==> config.mk <==
export PLATFORM = sky130hd
export DESIGN_NAME = reg_file_wb_arb_flat
export DESIGN_NICKNAME = d
export VERILOG_FILES = /design/src/rtl/reg_file_wb_arb_if.sv /design/src/rtl/reg_file_wb_arb.sv /design/src/flat_wrapper.sv
export SDC_FILE = /design/constraint.sdc
export NUM_CORES = 1
export LEC_CHECK = 0
export CAP_MARGIN = 25
export CORE_MARGIN = 2
export CORE_UTILIZATION = 30
export DETAILED_ROUTE_END_ITERATION = 6
export MAX_ROUTING_LAYER = met4
export PLACE_DENSITY = 0.56
export SLEW_MARGIN = 20
export SYNTH_ARGS = -nofsm -noshare
export SYNTH_HDL_FRONTEND = slang
export SYNTH_SLANG_ARGS = --single-unit
==> constraint.sdc <==
create_clock -name clk -period 5.6 [get_ports clk]
set_clock_uncertainty 0.2 [all_clocks]
set_input_delay 1.4 -clock clk [delete_from_list [all_inputs] [get_ports clk]]
set_output_delay 1.4 -clock clk [all_outputs]
set_load 0.02 [all_outputs]
==> src/rtl/reg_file_wb_arb_if.sv <==
// Writeback arbiter bus bundle: ALU and LSU result channels, register-file
// write port, and the hazard/occupancy status exported to issue.
interface reg_file_wb_arb_if #(
  parameter int DATA_WIDTH = 32,
  parameter int ADDR_WIDTH = 5,
  parameter int FIFO_DEPTH = 4
);
  logic                          alu_valid;
  logic                          alu_ready;
  logic [ADDR_WIDTH-1:0]         alu_rd;
  logic [DATA_WIDTH-1:0]         alu_data;
  logic                          lsu_valid;
  logic                          lsu_ready;
  logic [ADDR_WIDTH-1:0]         lsu_rd;
  logic [DATA_WIDTH-1:0]         lsu_data;
  logic                          wr_en;
  logic [ADDR_WIDTH-1:0]         wr_reg;
  logic [DATA_WIDTH-1:0]         wr_data;
  logic [(2**ADDR_WIDTH)-1:0]    pending_mask;
  logic [$clog2(FIFO_DEPTH):0]   fifo_count;

  modport slave (
    input  alu_valid, alu_rd, alu_data, lsu_valid, lsu_rd, lsu_data,
    output alu_ready, lsu_ready, wr_en, wr_reg, wr_data, pending_mask, fifo_count
  );

  modport master (
    output alu_valid, alu_rd, alu_data, lsu_valid, lsu_rd, lsu_data,
    input  alu_ready, lsu_ready, wr_en, wr_reg, wr_data, pending_mask, fifo_count
  );
endinterface

==> src/rtl/reg_file_wb_arb.sv <==
// Writeback arbiter: ALU results go straight to the register-file write port,
// LSU loads queue in an in-order FIFO; ALU has priority with a starvation guard.
module reg_file_wb_arb #(
  parameter int DATA_WIDTH   = 32,
  parameter int ADDR_WIDTH   = 5,
  parameter int FIFO_DEPTH   = 4,
  parameter int STARVE_LIMIT = 3
) (
  input  logic             clk,
  input  logic             rst_n,
  reg_file_wb_arb_if.slave bus
);
  localparam int PW   = $clog2(FIFO_DEPTH);
  localparam int CW   = PW + 1;
  localparam int SW   = $clog2(STARVE_LIMIT + 1);
  localparam int NREG = 2 ** ADDR_WIDTH;

  logic [ADDR_WIDTH-1:0] rd_mem   [FIFO_DEPTH];
  logic [DATA_WIDTH-1:0] data_mem [FIFO_DEPTH];
  logic [PW-1:0]         wr_ptr, rd_ptr;
  logic [CW-1:0]         count;
  logic [SW-1:0]         starve_cnt;

  logic                  fifo_empty, force_lsu, push, pop, alu_grant;
  logic                  grant_vld_p0;
  logic [ADDR_WIDTH-1:0] grant_rd_p0;
  logic [DATA_WIDTH-1:0] grant_data_p0;
  logic                  wr_en_p1;
  logic [ADDR_WIDTH-1:0] wr_reg_p1;
  logic [DATA_WIDTH-1:0] wr_data_p1;
  logic [NREG-1:0]       mask;

  // Counter only runs while the FIFO holds something and the ALU keeps winning.
  function automatic logic [SW-1:0] starve_next(input logic [SW-1:0] cnt,
                                                input logic alu_g,
                                                input logic empty,
                                                input logic popped);
    if (popped || empty)              return '0;
    else if (!alu_g)                  return cnt;
    else if (cnt == SW'(STARVE_LIMIT)) return cnt;
    else                              return cnt + SW'(1);
  endfunction

  // p0: grant selection
  always_comb begin
    fifo_empty    = (count == '0);
    force_lsu     = (starve_cnt == SW'(STARVE_LIMIT)) && !fifo_empty;
    push          = bus.lsu_valid && (count < CW'(FIFO_DEPTH));
    alu_grant     = bus.alu_valid && !force_lsu;
    pop           = !fifo_empty && (force_lsu || !bus.alu_valid);
    grant_vld_p0  = alu_grant || pop;
    grant_rd_p0   = alu_grant ? bus.alu_rd   : rd_mem[rd_ptr];
    grant_data_p0 = alu_grant ? bus.alu_data : data_mem[rd_ptr];
  end

  // Mask reflects stored entries; the head stays visible until its pop edge.
  always_comb begin
    mask = '0;
    for (int i = 0; i < FIFO_DEPTH; i++) begin
      if ((CW'(i) < count) && (rd_mem[rd_ptr + PW'(i)] != '0))
        mask[rd_mem[rd_ptr + PW'(i)]] = 1'b1;
    end
  end

  always_ff @(posedge clk) begin
    if (push) begin
      rd_mem[wr_ptr]   <= bus.lsu_rd;
      data_mem[wr_ptr] <= bus.lsu_data;
    end
  end

  // p1: registered write port
  always_ff @(posedge clk or negedge rst_n) begin
    if (!rst_n) begin
      wr_ptr     <= '0;
      rd_ptr     <= '0;
      count      <= '0;
      starve_cnt <= '0;
      wr_en_p1   <= 1'b0;
      wr_reg_p1  <= '0;
      wr_data_p1 <= '0;
    end else begin
      if (push) wr_ptr <= wr_ptr + PW'(1);
      if (pop)  rd_ptr <= rd_ptr + PW'(1);
      case ({push, pop})
        2'b10:   count <= count + CW'(1);
        2'b01:   count <= count - CW'(1);
        default: count <= count;
      endcase
      starve_cnt <= starve_next(starve_cnt, alu_grant, fifo_empty, pop);
      wr_en_p1   <= grant_vld_p0 && (grant_rd_p0 != '0);
      if (grant_vld_p0 && (grant_rd_p0 != '0)) begin
        wr_reg_p1  <= grant_rd_p0;
        wr_data_p1 <= grant_data_p0;
      end
    end
  end

  assign bus.alu_ready    = !force_lsu;
  assign bus.lsu_ready    = (count < CW'(FIFO_DEPTH));
  assign bus.wr_en        = wr_en_p1;
  assign bus.wr_reg       = wr_reg_p1;
  assign bus.wr_data      = wr_data_p1;
  assign bus.pending_mask = mask;
  assign bus.fifo_count   = count;
endmodule
==> src/flat_wrapper.sv <==
// flat-port wrapper written by rule: the top's interface ports become plain ports
module reg_file_wb_arb_flat 
#(
  parameter int DATA_WIDTH   = 32,
  parameter int ADDR_WIDTH   = 5,
  parameter int FIFO_DEPTH   = 4,
  parameter int STARVE_LIMIT = 3
)
  (clk, rst_n, bus_alu_valid, bus_alu_rd, bus_alu_data, bus_lsu_valid, bus_lsu_rd, bus_lsu_data, bus_alu_ready, bus_lsu_ready, bus_wr_en, bus_wr_reg, bus_wr_data, bus_pending_mask, bus_fifo_count);
  reg_file_wb_arb_if #(.DATA_WIDTH(DATA_WIDTH), .ADDR_WIDTH(ADDR_WIDTH), .FIFO_DEPTH(FIFO_DEPTH)) bus_i ();
  input  logic clk;
  input  logic rst_n;
  input wire logic [$bits(bus_i.alu_valid)-1:0] bus_alu_valid;
  input wire logic [$bits(bus_i.alu_rd)-1:0] bus_alu_rd;
  input wire logic [$bits(bus_i.alu_data)-1:0] bus_alu_data;
  input wire logic [$bits(bus_i.lsu_valid)-1:0] bus_lsu_valid;
  input wire logic [$bits(bus_i.lsu_rd)-1:0] bus_lsu_rd;
  input wire logic [$bits(bus_i.lsu_data)-1:0] bus_lsu_data;
  output wire logic [$bits(bus_i.alu_ready)-1:0] bus_alu_ready;
  output wire logic [$bits(bus_i.lsu_ready)-1:0] bus_lsu_ready;
  output wire logic [$bits(bus_i.wr_en)-1:0] bus_wr_en;
  output wire logic [$bits(bus_i.wr_reg)-1:0] bus_wr_reg;
  output wire logic [$bits(bus_i.wr_data)-1:0] bus_wr_data;
  output wire logic [$bits(bus_i.pending_mask)-1:0] bus_pending_mask;
  output wire logic [$bits(bus_i.fifo_count)-1:0] bus_fifo_count;
  assign bus_i.alu_valid = bus_alu_valid;
  assign bus_i.alu_rd = bus_alu_rd;
  assign bus_i.alu_data = bus_alu_data;
  assign bus_i.lsu_valid = bus_lsu_valid;
  assign bus_i.lsu_rd = bus_lsu_rd;
  assign bus_i.lsu_data = bus_lsu_data;
  assign bus_alu_ready = bus_i.alu_ready;
  assign bus_lsu_ready = bus_i.lsu_ready;
  assign bus_wr_en = bus_i.wr_en;
  assign bus_wr_reg = bus_i.wr_reg;
  assign bus_wr_data = bus_i.wr_data;
  assign bus_pending_mask = bus_i.pending_mask;
  assign bus_fifo_count = bus_i.fifo_count;
  reg_file_wb_arb #(.DATA_WIDTH(DATA_WIDTH), .ADDR_WIDTH(ADDR_WIDTH), .FIFO_DEPTH(FIFO_DEPTH), .STARVE_LIMIT(STARVE_LIMIT)) u_core (.clk(clk), .rst_n(rst_n), .bus(bus_i));
endmodule
==> results.json <==
{
  "outcome": "completed",
  "netlist_area_sq_um": 9220,
  "drc": 0,
  "pin_count": 153,
  "fin_tns_setup_ns": 0,
  "area_growth_pct": 29.0,
  "synth-seq-cells": 195,
  "worstSetupStartpointType": "register",
  "finalCritPeriodShare": 0.904,
  "portBuffers": 151,
  "fin_crit_ns": 5.06,
  "numCtsBuffers": 17,
  "power_mw": 6.63,
  "grt_pass1_vias": 6245,
  "final_common_cell": "clkdlybuf4s50_1",
  "vias": 6143,
  "layout_common_cells": "clkdlybuf4s50_1, edfxtp_1, a21oi_1, mux4_2, dfrtp_1",
  "floorplan.initialDensity": 0.303,
  "slew_headroom": 0.436,
  "vdd.ir_drop.worst_v": 0.000231,
  "hold_violations": 0,
  "clkTransAtPathRegs_ns": 0.08,
  "path_class": "register to output pin",
  "fp-row-count": 64,
  "grt_usage": 0.164,
  "top_register": "u_core.data_mem",
  "core_area_sq_um": 30400,
  "clock.fmax_mhz": 198,
  "final_core_util": 0.391,
  "ctsHoldBuffers": 0,
  "post_drt_wl_per_cell_um": 21.2,
  "grt.overflow.total": 0,
  "hp-class": "register to register",
  "crit_arrival_ns": 3.46,
  "cts_sinks": 195,
  "syn_area_per_cell_sq_um": 14.6,
  "tritoncts": "yes",
  "n_fill_cell": 2891,
  "postCtsSetupBuffers": 0,
  "synth_seq_area_share": 0.610,
  "worstPathRequired_ns": 4.00,
  "grt_pass1_wl_um": 37900,
  "tightest_slew_ns": 0.846,
  "die_h_um": 179,
  "drtIter0Drc": 375,
  "layout-drive-gt1-share": 0.165,
  "rsz0062_at_grt": "false",
  "clock-root-buffer": "clkbuf_16",
  "crit_path_end_kind": "output pin",
  "die-area_sq_um": 32100,
  "hold_ws_ns": 0.250,
  "gp_congestion": 0.931,
  "setup_violations": 0,
  "drtPass1Iterations": 5,
  "syn_nets": 720,
  "grt_max_degree": 38,
  "nNetsFinal": 873,
  "instances_no_fill": 1195,
  "antenna_left": 0,
  "placed_cells": 1162,
  "leakage_nw": 4.12,
  "maxCapViolations": 0,
  "syn_inst": 632,
  "cts_max_level": 4,
  "ctsResizeCount": 0,
  "insertion_delay_ns": 0.43,
  "grt_antenna_before_repair": 1,
  "largest_reg_flops": 128,
  "synth_cell_types": 49,
  "drv_slew": 0,
  "powerDensity_nw_per_um2": 558,
  "critical_path.max_fanout": 24,
  "vias_per_cell": 5.14,
  "cts_buffer_depth": 2,
  "wirelength_um": 25300,
  "die_x_um": 179,
  "yosysWarningCount": 0,
  "dp_hpwl_um": 18000
}
final cells by class:
cell class	count	area [sq um]	share of cell area
clock inverters	15	234	0.0197
inverters	11	41.3	0.00347
multi-input cells	394	3420	0.287
well taps	396	495	0.0417
diodes	1	2.50	0.000211
repair buffers	166	1640	0.138
clock buffers	17	425	0.0358
flip-flops and latches	195	5630	0.473
metrics by stage:
step,area (sq um),setup WS (ns)
floorplan,9220,1.58
global placement,11200,1.02
detailed placement,11200,1.02
CTS,11900,0.549
global route,11900,0.401
finish,11900,0.539
Yosys cell counts, drive strengths merged:
cell type / number / area share
a221o: 5 / 0.0054
mux2: 15 / 0.018
a211o: 2 / 0.0019
or2: 8 / 0.0054
nor2b: 5 / 0.0034
buf: 21 / 0.014
and2: 10 / 0.0071
dfrtp: 47 / 0.13
edfxtp: 148 / 0.48
conb: 1 / 0.00041
o2bb2a: 2 / 0.0022
o21bai: 1 / 0.00081
a31oi: 2 / 0.0014
o2bb2ai: 2 / 0.0019
o211ai: 3 / 0.0024
o22ai: 4 / 0.0027
or4: 1 / 0.00081
clkbuf: 11 / 0.0045
nor4: 2 / 0.0014
a21boi: 1 / 0.00081
a2bb2oi: 2 / 0.0019
nand3: 2 / 0.0011
o32ai: 1 / 0.00095
and3: 1 / 0.00068
nor3: 5 / 0.0027
ha: 10 / 0.014
nand2b: 12 / 0.0081
mux4: 45 / 0.11
a21oi: 74 / 0.044
nor2: 38 / 0.015
a22oi: 20 / 0.016
o41ai: 1 / 0.00095
or3: 2 / 0.0014
xor2: 1 / 0.00095
inv: 11 / 0.0045
xnor2: 5 / 0.0048
a22o: 1 / 0.00095
mux2i: 44 / 0.048
o221ai: 21 / 0.020
nand2: 40 / 0.016
o21ai: 3 / 0.0016
a21o: 2 / 0.0016
power by group:
part	internal (mW)	switching, mW
sequential	1.89	0.224
combinational	1.38	1.81
clock	0.674	0.652
critical path, cell delays in order (launching register included):
cell	delay (ns)
dfrtp_2	0.71
buf_4	0.27
mux4_2	0.56
nor3_1	0.48
a22o_1	0.26
a221o_1	0.14
clkdlybuf4s50_1	0.61
final timing paths:
| kind | cells after the start | end | startpoint | slack [ns] |
|---|---|---|---|---|
| max | 6 | bus_pending_mask[16] | u_core.rd_ptr[1]$_DFFE_PN0P_ | 0.54 |
| min | 1 | u_core.starve_cnt[0]$_DFFE_PN0P_ | u_core.starve_cnt[0]$_DFFE_PN0P_ | 0.25 |
| max reg2reg | 6 | u_core.bus.wr_reg[0]$_DFFE_PN0P_ | u_core.rd_ptr[1]$_DFFE_PN0P_ | 1.98 |
| min reg2reg | 1 | u_core.starve_cnt[0]$_DFFE_PN0P_ | u_core.starve_cnt[0]$_DFFE_PN0P_ | 0.25 |
| max in group asynchronous | 2 | u_core.rd_ptr[0]$_DFFE_PN0P_ | rst_n | 3.63 |
| min in group asynchronous | 1 | u_core.bus.wr_data[4]$_DFFE_PN0P_ | rst_n | 0.72 |
cell families after synthesis:
logic type      after synthesis  synth area share
mux                         104             0.176
xor+xnor                      6           0.00570
flops                       195             0.610
compound gates              147             0.108
fa+ha+maj                    10            0.0136
buf+inv                      43            0.0228
other cells                   1          0.000407
simple gates                126            0.0638
per-layer routing:
metal	wire length [um]	global-route usage	part of all wire
met2	12000	0.260	0.47
met3	1440	0.0350	0.057
met5	0	-	0
met1	11300	0.211	0.45
met4	529	0.0514	0.021
(Power assumes the default switching activity.)
